===== config.mk =====
export PLATFORM = sky130hd
export DESIGN_NAME = video_timing_gen
export DESIGN_NICKNAME = d
export VERILOG_FILES = /design/src/rtl/video_timing_gen.sv
export SDC_FILE = /design/constraint.sdc
export NUM_CORES = 1
export LEC_CHECK = 0
export ABC_AREA = 1
export CORE_ASPECT_RATIO = 0.75
export CORE_MARGIN = 2
export CORE_UTILIZATION = 30
export CTS_BUF_LIST = sky130_fd_sc_hd__clkbuf_16
export DETAILED_ROUTE_END_ITERATION = 10
export DONT_BUFFER_PORTS = 1
export PLACE_DENSITY = 0.51
export SETUP_SLACK_MARGIN = 0.02
export SYNTH_ARGS = -nofsm -noshare
export SYNTH_HDL_FRONTEND = slang
export SYNTH_SLANG_ARGS = --single-unit

===== constraint.sdc =====
create_clock -name clk_i -period 2.6 [get_ports clk_i]
set_input_delay 0.13 -clock clk_i [delete_from_list [all_inputs] [get_ports clk_i]]
set_output_delay 0.13 -clock clk_i [all_outputs]
set_load 0.05 [all_outputs]

===== src/rtl/video_timing_gen.sv =====
// Raster timing and test-pattern source. It produces registered hs/vs/de, 24-bit RGB and a
// start-of-frame pulse. The counters stay at the origin while disabled or in reset.
module video_timing_gen #(
  parameter int unsigned H_WIDTH  = 1920,
  parameter int unsigned H_START  = 2008,
  parameter int unsigned H_SYNC   = 44,
  parameter int unsigned H_TOTAL  = 2200,
  parameter int unsigned V_HEIGHT = 1080,
  parameter int unsigned V_START  = 1084,
  parameter int unsigned V_SYNC   = 5,
  parameter int unsigned V_TOTAL  = 1125,
  parameter int unsigned KH       = 30,
  parameter int unsigned KV       = 30,
  parameter bit          HS_POL   = 1'b1,
  parameter bit          VS_POL   = 1'b1
) (
  input  logic        clk_i,
  input  logic        rst_ni,
  input  logic        en_i,
  input  logic [1:0]  pattern_i,
  input  logic [23:0] solid_i,
  output logic        hs_o,
  output logic        vs_o,
  output logic        de_o,
  output logic [23:0] data_o,
  output logic        sof_o
);

  localparam int unsigned HW   = $clog2(H_TOTAL + 1);
  localparam int unsigned VW   = $clog2(V_TOTAL + 1);
  localparam int unsigned BarW = H_WIDTH / 8;

  localparam logic [HW-1:0] HLast   = HW'(H_TOTAL - 1);
  localparam logic [HW-1:0] HActEnd = HW'(H_WIDTH);
  localparam logic [HW-1:0] HsBeg   = HW'(H_START);
  localparam logic [HW-1:0] HsEnd   = HW'(H_START + H_SYNC);
  localparam logic [HW-1:0] KhLast  = HW'(KH - 1);
  localparam logic [HW-1:0] BarLast = HW'(BarW - 1);
  localparam logic [VW-1:0] VLast   = VW'(V_TOTAL - 1);
  localparam logic [VW-1:0] VActEnd = VW'(V_HEIGHT);
  localparam logic [VW-1:0] VsBeg   = VW'(V_START);
  localparam logic [VW-1:0] VsEnd   = VW'(V_START + V_SYNC);
  localparam logic [VW-1:0] KvLast  = VW'(KV - 1);

  if (H_WIDTH >= H_START) begin : g_bad_h_start
    $error("video_timing_gen: H_WIDTH must be below H_START");
  end
  if (H_START + H_SYNC > H_TOTAL) begin : g_bad_h_total
    $error("video_timing_gen: H_START+H_SYNC exceeds H_TOTAL");
  end
  if (V_HEIGHT >= V_START) begin : g_bad_v_start
    $error("video_timing_gen: V_HEIGHT must be below V_START");
  end
  if (V_START + V_SYNC > V_TOTAL) begin : g_bad_v_total
    $error("video_timing_gen: V_START+V_SYNC exceeds V_TOTAL");
  end
  if (H_WIDTH < 8) begin : g_bad_h_width
    $error("video_timing_gen: H_WIDTH must be at least 8");
  end

  logic [HW-1:0] h_q, h_d, hx_q, hx_d, hb_q, hb_d, bar_cnt_q, bar_cnt_d;
  logic [2:0]    bar_idx_q, bar_idx_d;
  logic [VW-1:0] v_q, v_d, vy_q, vy_d, vb_q, vb_d;
  logic [1:0]    pat_q, pat_d, cur_pat;
  logic [23:0]   solid_q, solid_d, cur_solid;
  logic          hs_q, hs_d, vs_q, vs_d, de_q, de_d, sof_q, sof_d;
  logic [23:0]   data_q, data_d, pix;
  logic          origin, active, hsa, vsa;
  logic [7:0]    h8, v8;

  function automatic logic [23:0] bar_colour(input logic [2:0] idx);
    logic [23:0] c;
    case (idx)
      3'd0:    c = 24'hFFFFFF;
      3'd1:    c = 24'hFFFF00;
      3'd2:    c = 24'h00FFFF;
      3'd3:    c = 24'h00FF00;
      3'd4:    c = 24'hFF00FF;
      3'd5:    c = 24'hFF0000;
      3'd6:    c = 24'h0000FF;
      default: c = 24'h000000;
    endcase
    return c;
  endfunction

  // Raster and block counters; the block and bar counters replace dividers on h and v.
  always_comb begin
    h_d       = h_q;
    hx_d      = hx_q;
    hb_d      = hb_q;
    bar_cnt_d = bar_cnt_q;
    bar_idx_d = bar_idx_q;
    v_d       = v_q;
    vy_d      = vy_q;
    vb_d      = vb_q;
    if (!en_i) begin
      h_d       = '0;
      hx_d      = '0;
      hb_d      = '0;
      bar_cnt_d = '0;
      bar_idx_d = '0;
      v_d       = '0;
      vy_d      = '0;
      vb_d      = '0;
    end else if (h_q == HLast) begin
      h_d       = '0;
      hx_d      = '0;
      hb_d      = '0;
      bar_cnt_d = '0;
      bar_idx_d = '0;
      if (v_q == VLast) begin
        v_d  = '0;
        vy_d = '0;
        vb_d = '0;
      end else begin
        v_d = v_q + 1'b1;
        if (vy_q == KvLast) begin
          vy_d = '0;
          vb_d = vb_q + 1'b1;
        end else begin
          vy_d = vy_q + 1'b1;
        end
      end
    end else begin
      h_d = h_q + 1'b1;
      if (hx_q == KhLast) begin
        hx_d = '0;
        hb_d = hb_q + 1'b1;
      end else begin
        hx_d = hx_q + 1'b1;
      end
      // The last bar holds its index so it absorbs the remainder of the line.
      if (bar_idx_q != 3'd7) begin
        if (bar_cnt_q == BarLast) begin
          bar_cnt_d = '0;
          bar_idx_d = bar_idx_q + 1'b1;
        end else begin
          bar_cnt_d = bar_cnt_q + 1'b1;
        end
      end
    end
  end

  // Decode of the current counter state; the origin pixel already uses the new latch value.
  always_comb begin
    origin    = (h_q == '0) && (v_q == '0);
    active    = (h_q < HActEnd) && (v_q < VActEnd);
    hsa       = (h_q >= HsBeg) && (h_q < HsEnd);
    vsa       = (v_q >= VsBeg) && (v_q < VsEnd);
    cur_pat   = origin ? pattern_i : pat_q;
    cur_solid = origin ? solid_i : solid_q;
    h8        = 8'(h_q);
    v8        = 8'(v_q);
    case (cur_pat)
      2'd0:    pix = cur_solid;
      2'd1:    pix = bar_colour(bar_idx_q);
      2'd2:    pix = (hb_q[0] ^ vb_q[0]) ? 24'h000000 : 24'hFFFFFF;
      default: pix = {h8, v8, 8'(h8 + v8)};
    endcase

    pat_d   = pat_q;
    solid_d = solid_q;
    if (!en_i || origin) begin
      pat_d   = pattern_i;
      solid_d = solid_i;
    end

    hs_d   = (en_i && hsa) ? HS_POL : ~HS_POL;
    vs_d   = (en_i && vsa) ? VS_POL : ~VS_POL;
    de_d   = en_i && active;
    sof_d  = en_i && origin;
    data_d = (en_i && active) ? pix : 24'h000000;
  end

  always_ff @(posedge clk_i) begin
    if (!rst_ni) begin
      h_q       <= '0;
      hx_q      <= '0;
      hb_q      <= '0;
      bar_cnt_q <= '0;
      bar_idx_q <= '0;
      v_q       <= '0;
      vy_q      <= '0;
      vb_q      <= '0;
      pat_q     <= pattern_i;
      solid_q   <= solid_i;
      hs_q      <= ~HS_POL;
      vs_q      <= ~VS_POL;
      de_q      <= 1'b0;
      sof_q     <= 1'b0;
      data_q    <= 24'h000000;
    end else begin
      h_q       <= h_d;
      hx_q      <= hx_d;
      hb_q      <= hb_d;
      bar_cnt_q <= bar_cnt_d;
      bar_idx_q <= bar_idx_d;
      v_q       <= v_d;
      vy_q      <= vy_d;
      vb_q      <= vb_d;
      pat_q     <= pat_d;
      solid_q   <= solid_d;
      hs_q      <= hs_d;
      vs_q      <= vs_d;
      de_q      <= de_d;
      sof_q     <= sof_d;
      data_q    <= data_d;
    end
  end

  assign hs_o   = hs_q;
  assign vs_o   = vs_q;
  assign de_o   = de_q;
  assign data_o = data_q;
  assign sof_o  = sof_q;

endmodule


==> impl_results.md, run 1 <==
- Post-Syn Area: 6130 um^2
- Clock slew at reported path FFs: 0.05 ns
- Root Driver: clkbuf_16
- Crit path DAT: 2.65 ns
- Top FF cell, synth: dfxtp_1
- Worst EP required: 2.96 ns
- Post-Syn Instances: slightly above 800
- Area grow syn2layout: 19.1%
- H-tree Lvls: 4
- Crit Path Category: reg2reg
- Multi-input logic area: ~3000 um^2
- DP Cell Count: 1063
- Leakage: 3.06 nW
- Clk network pwr share: 48.7%
- Gpl congestion: roughly 0.82
- Final setup viols: 0
- Post-synth ARST share: 0%
- Post-route ant nets: 0
- Initial antenna violation count: 0
- Worst slew margin: 25.8%
- Critical path's largest stage delay: 0.43 ns
- Synth area leaders: dfxtp_1, edfxtp_1, nand2_1
- Dominant cell type by area after synthesis: dfxtp_1
- Setup Total Neg Slack: 0 ns
- Slew @ Worst Pin: 1.10 ns
- Non-filler cells, final: between 1000 and 1500
- Hold Path Depth: 2
- Drt total wl: 15200 um
- DRT iter0 DRCs: 287
- Final worst path period share: 87.9%
- Hold Fails Final Rpt: 0
- TritonCTS Buffers: 17
- Post-synth EDFFs: 26
- Clk buf depth: 2
- Core Footprint: 20200 um^2
- Die height: 128 um
- Ant. Diodes: 0
- Cell Int Power: roughly 3.5 mW
- Critical Path Fanout Max: 11
- Share of post-route cells with drive strength above 1: 9.72%
- Grt total ovfl: 0
- Number of global-route vias before repair: around 4800
- Worst setup SP type: flop
- Gr usage total: 14.6%
- Synth warn: 0
- Net Switching: 1.18 mW
- Final min period: 2.28 ns
- CP max stage cell: nor2_2
- R2r setup slk: 0.32 ns
- Worst Reg-to-Reg Cells: 12
- Worst Setup End Kind: flop
- Full die area: 21600 um^2
- Most frequent cells in the layout: nand2_1, inv_1, nor2_1, dfxtp_1, o21ai_0
- Storage element area: 2600 um^2
- TritonCTS clock tree: done
- Hold Path End: v_q[10]
- Fillers: between 2000 and 2500
- Maximum VDD drop: between 0.0002 and 0.0003 V
- Critical Path Most Common Cell: nand2_1
- Top Ports: 57
- Fin Clk Skew: between 0.01 and 0.015 ns
- Seq cells post-synth: around 120
- DP Wirelength: 11000 um
- Combinational fraction of design power: 7.5%
- Hold Path Class: in2reg
- Critical path, cell by cell: inv_1 > ha_1 > nand2_1 > nor2_4 > nand3_4 > nand2_2 > nand2_4 > nor2_2 > nand2_1 > nand3_1 > nand2_1 > inv_1
- IO buf count: 0
- Fin area: 7300 um^2
- Top cell type's share of synthesized area: between 20 and 30%
- DRT Pass-1 Iters: 5
- Post-synth net total: 862
- Max Clock Freq: 438 MHz
- Reg2Reg Capture Point: data_o[18]
- Die X-Extent: 169 um
- First-pass GRT wire length: 24800 um
- Initial core utilization: 30.4%
- Status: finished clean
- Most common cell after layout, fill and taps aside: nand2_1
- Drt drc: 0
- Max_cap viols: 0
- RSZ-0062 raised after global routing: no
- Final #Nets: about 900
- Post-Place Cell Area: 6440 um^2
- FF-to-FF Start: v_q[1]
- Clk_lat worst skew: 0.42 ns
- Hold Worst Slack: 0.000498 ns
- Launch point of the worst hold path: en_i
- Switching Share: ~25%
- Count of final max-slew check failures: 0
- Seq pwr share: 43.8%
- Pwr Density: 644 nW/um^2
- Avg Vias per Cell: roughly 4.6
- Avg Cell Area, Syn: 7.57 um^2
- CTS Sinks: 117
- Largest net degree at the start of global routing: 39
- Detailed-route via count: 5174
- Sequential-to-total area share from yosys stat: a little over two fifths
- DR WL/cell: 13.6 um
- Row cnt: 45
- Post-synth cell types: 44
cells in the mapped netlist, types with 6 or more instances:
library cell	count
ha_1	22
nand3_1	41
nor4_1	9
inv_1	111
nand2_1	157
o21ai_1	6
nand2_2	11
nor3b_1	8
nor3_1	26
xor2_1	20
edfxtp_1	26
a21oi_1	27
nor2_1	108
dfxtp_1	91
nor2_2	10
buf_6	6
nand4_1	20
xnor2_1	6
o21ai_0	51
routing by layer:
| metal | global-route usage, % | share of wire, % | up-vias |
|---|---|---|---|
| met5 | 0 | 0 | - |
| met4 | 5.88 | 1.2 | 0 |
| met3 | 3.15 | 4.7 | 14 |
| met2 | 20.8 | 41 | 98 |
| met1 | 21.3 | 53 | 2349 |
| li1 | - | - | 2713 |
flip-flops by register name (all words and copies together), names as in the netlist, 2 cells and up:
name	cells
vy_q	11
bar_cnt_q	12
hx_q	12
bar_idx_q	3
v_q	11
data_o	24
h_q	12
solid_q	24
pat_q	2
power groups by stage:
stage	clock network (mW)	logic, mW	registers, mW
floorplan	0	0.253	2.09
global route	2.43	0.406	2.07
global placement	0	0.315	2.10
detailed placement	0	0.315	2.10
CTS	2.35	0.348	2.06
finish	2.29	0.351	2.06
timing repair:
action                                 4_1_cts  5_1_grt
setup buffers                                0        0
setup endpoints to repair                    0       24
endpoints found under the hold margin       26        0
resized for setup                            0        3
hold buffers                                26        0
logic make-up (layout without fill, tap and decap cells):
family / Yosys count / count (layout) / synth area share (%)
AOI/OAI and AO/OA: 102 / 102 / 9.14
xor gates and xnor gates: 26 / 26 / 3.71
buffers and inverters: 133 / 186 / 9.16
and+or+nand+nor: 409 / 410 / 30.7
DFF: 117 / 117 / 42.4
adders and majority gates: 23 / 23 / 4.82
worst max path at each step:
stage,end,depth (start not counted),startpoint,slack [ns]
floorplan,pat_q[0],7,v_q[1],0.42
global placement,data_o[3],12,v_q[1],0.21
detailed placement,data_o[15],12,v_q[1],0.14
CTS,data_o[15],12,v_q[1],0.13
global route,data_o[16],14,h_q[1],0.07
finish,data_o[18],12,v_q[1],0.32
per-stage QoR:
step | setup slack [ns] | total power [mW] | util, %
global placement | 0.214 | 2.41 | 32.0
floorplan | 0.422 | 2.34 | -
CTS | 0.129 | 4.76 | 36.1
detailed placement | 0.144 | 2.41 | 32.0
finish | 0.315 | 4.70 | 36.2
global route | 0.0725 | 4.90 | 36.2
final cells by class:
cell class	count	share of cell area (%)
clock buffers	17	5.83
clock inverters	15	2.04
inverters	115	5.91
multi-input cells	561	41.0
flip-flops and latches	117	35.6
well taps	258	4.42
repair buffers	39	5.12
worst max-delay path: cells and delay by family, from the launching register on:
| kind | cells | cell delay [ns] |
|---|---|---|
| buffers and inverters | 2 | 0.22 |
| and+or+nand+nor | 9 | 1.44 |
| adders and majority gates | 1 | 0.23 |
| DFF | 1 | 0.33 |
(Power assumes the default switching activity.)
==> run 2: changes to the inputs <==
- CORE_UTILIZATION: 30 -> 58
- GPL_TIMING_DRIVEN: default -> 0
- PLACE_DENSITY: 0.51 -> 0.81
==> run 2 against run 1 <==
  * Sequential power barely moved
  * Die area decreased by 47%
  * Clock skew grew 0.00098 ns
  * Combinational power up 5.7%
  * Via count rose by 7.7%
  * Clock power down 2%
  * Critical path type unchanged
  * Critical path depth stayed put
  * Largest cell class unchanged
  * Worst setup slack got worse by 0.072 ns
  * Design area shrank 1.9%
  * Count of clock-buffer cells in the layout rose by 1
  * Register-to-register slack got worse by 0.07 ns
  * Core utilization is 33 points higher
==> impl_results.md, run 2 (synthesis gave the netlist of run 1 again) <==
- Crit-path leading delay family: simple AND/OR/NAND/NOR gates
- Seq pwr share: 44.1% (+0.3 points)
- Slew @ Worst Pin: 0.712 ns (-0.393 ns)
- Worst setup SP type: flop
- Crit Path Category: reg2reg
- Full die area: 11400 um^2 (-47%)
- Combinational fraction of design power: 7.9% (+0.4 points)
- Critical path, cell by cell: inv_1 > ha_1 > nand2_1 > nor2_4 > nand3_2 > buf_2 > nand2_2 > nand2_2 > o211ai_1 > nand2_2 > nor2_1 > nor2_1
- Final setup viols: 0 (unchanged)
- Die X-Extent: 123 um (-27%)
- Hold Worst Slack: 0.0788 ns (+0.0783 ns)
- Top Ports: 57 (unchanged)
- Critical Path Most Common Cell: nand2_2
- Status: finished clean
- Critical Path Fanout Max: 10 (-1)
- CP max stage cell: dfxtp_1
- First-pass GRT wire length: 24700 um (-0.14%)
- Drt drc: 0 (unchanged)
- H-tree Lvls: 4 (unchanged)
- TritonCTS clock tree: done
- CTS Sinks: 117 (unchanged)
- Clock slew at reported path FFs: 0.06 ns (about the same)
- Final worst path period share: 90.7% (+2.8 points)
- DR WL/cell: 14.9 um (+9.8%)
- Grt total ovfl: 0 (unchanged)
- Worst slew margin: 52.2% (+26 points)
- Critical path's largest stage delay: 0.37 ns (-0.06 ns)
- Hold Path Class: in2reg
- TritonCTS Buffers: 17 (unchanged)
- Avg Vias per Cell: 5.54 (+20%)
- Share of post-route cells with drive strength above 1: 9.77% (+0.048 points)
- Count of final max-slew check failures: 0 (unchanged)
- Net Switching: 1.18 mW (about the same)
- Crit path DAT: 2.67 ns (+0.02 ns)
- Switching Share: 25.2% (+0.16 points)
- Number of global-route vias before repair: 5359 (+12%)
- Max_cap viols: 0 (unchanged)
- Final min period: 2.36 ns (+0.0721 ns)
- Worst EP required: 2.91 ns (-0.05 ns)
- Leakage: 3.07 nW (+0.40%)
- Gpl congestion: 0.931 (+13%)
- DRT iter0 DRCs: 412 (+44%)
- Hold Fails Final Rpt: 0 (unchanged)
- Clk network pwr share: 48.0% (-0.7 points)
- Most frequent cells in the layout: nand2_1, inv_1, nor2_1, dfxtp_1, o21ai_0
- Final #Nets: 909 (+0.66%)
- Root Driver: clkbuf_16
- Worst Setup End Kind: flop
- Cell Int Power: 3.50 mW (-0.79%)
- Area grow syn2layout: 16.8%
- IO buf count: 0 (unchanged)
- Drt total wl: 15000 um (-1.5%)
- Initial core utilization: 59.6% (+29 points)
- Post-route ant nets: 0 (unchanged)
- RSZ-0062 raised after global routing: no
- Gr usage total: 27.6% (+13 points)
- Detailed-route via count: 5571 (+7.7%)
- Max Clock Freq: 424 MHz (-3.1%)
- Fin Clk Skew: 0.0110 ns (+0.000983 ns)
- Largest net degree at the start of global routing: 27 (-31%)
- Most common cell after layout, fill and taps aside: nand2_1
- CP bufs+invs: 2 (unchanged)
- Die height: 93.1 um (-27%)
- Ant. Diodes: 0 (unchanged)
- DRT Pass-1 Iters: 5 (unchanged)
- Initial antenna violation count: 0 (unchanged)
- Setup Total Neg Slack: 0 ns (unchanged)
- Core Footprint: 10300 um^2 (-49%)
- Clk_lat worst skew: 0.42 ns (about the same)
- DP Wirelength: 10500 um (-4.3%)
- Pwr Density: 652 nW/um^2 (+1.3%)
- Row cnt: 32 (-29%)
- Maximum VDD drop: 0.000440 V (+51%)
- Clk buf depth: 2 (unchanged)
## run 2: cell types whose count changed in the layout (fill, tap and decap cells not counted), moves of 2 or more
| cell | delta |
|---|---|
| buf_4 | -8 |
| buf_6 | +5 |
| buf_2 | +4 |
| clkbuf_1 | +4 |
| dlygate4sd3_1 | +2 |
## run 2: area by class of cell
type                            instances  area, um^2
Buffer                                 18         130
Clock buffer                           18         450
Clock inverter                         14         119
Fill cell                             819        3130
Inverter                              115         432
Multi-Input combinational cell        560        2980
Sequential cell                       117        2600
Tap cell                              136         170
Timing Repair Buffer                   28         280
## run 2: power by group through the flow
stage	registers, mW	clock network (mW)	logic, mW
6_report	2.06	2.24	0.371
5_1_grt	2.06	2.34	0.417
4_1_cts	2.06	2.26	0.366
3_5_place_dp	2.10	0	0.323
3_3_place_gp	2.09	0	0.312
2_1_floorplan	2.09	0	0.253
## run 2: stage by stage
stage	utilization, %	cell area (um^2)	setup WS (ns)	instances	power [mW]
global placement	61.2	6300	-0.199	946	2.41
finish	69.6	7160	0.243	1006	4.67
floorplan	-	6130	0.422	810	2.34
global route	69.6	7160	0.0651	1006	4.82
CTS	69.5	7150	0.0956	1006	4.68
detailed placement	61.2	6300	-0.279	946	2.42
## run 2: worst paths after layout
check / slack (ns) / cells past startpoint / endpoint / start
setup / recovery: 0.24 / 12 / data_o[8] / v_q[1]
hold / removal: 0.08 / 4 / vb_q[0] / rst_ni
setup reg to reg: 0.24 / 12 / data_o[8] / v_q[1]
hold reg to reg: 0.47 / 1 / hx_q[0] / hx_q[0]
## run 2: repair_timing
action | CTS | global route
hold buffers | 28 | 0
gates resized for setup | 1 | 2
endpoints found under the hold margin | 33 | 0
setup buffers | 0 | 0
endpoints found under the setup margin | 26 | 31
## run 2: worst register-to-register path, cell delays in order, from the launching register on
cell      delay (ns)
dfxtp_1         0.37
inv_1           0.22
ha_1            0.23
nand2_1         0.12
nor2_4          0.22
nand3_2         0.12
buf_2           0.24
nand2_2         0.09
nand2_2         0.11
o211ai_1        0.15
nand2_2         0.18
nor2_1          0.15
nor2_1          0.05
## run 2: metal layers
layer	part of all wire (%)	GRT usage, %
met5	0	0
met4	2.3	11.9
met3	7.5	6.65
met2	47	45.6
met1	44	34.2
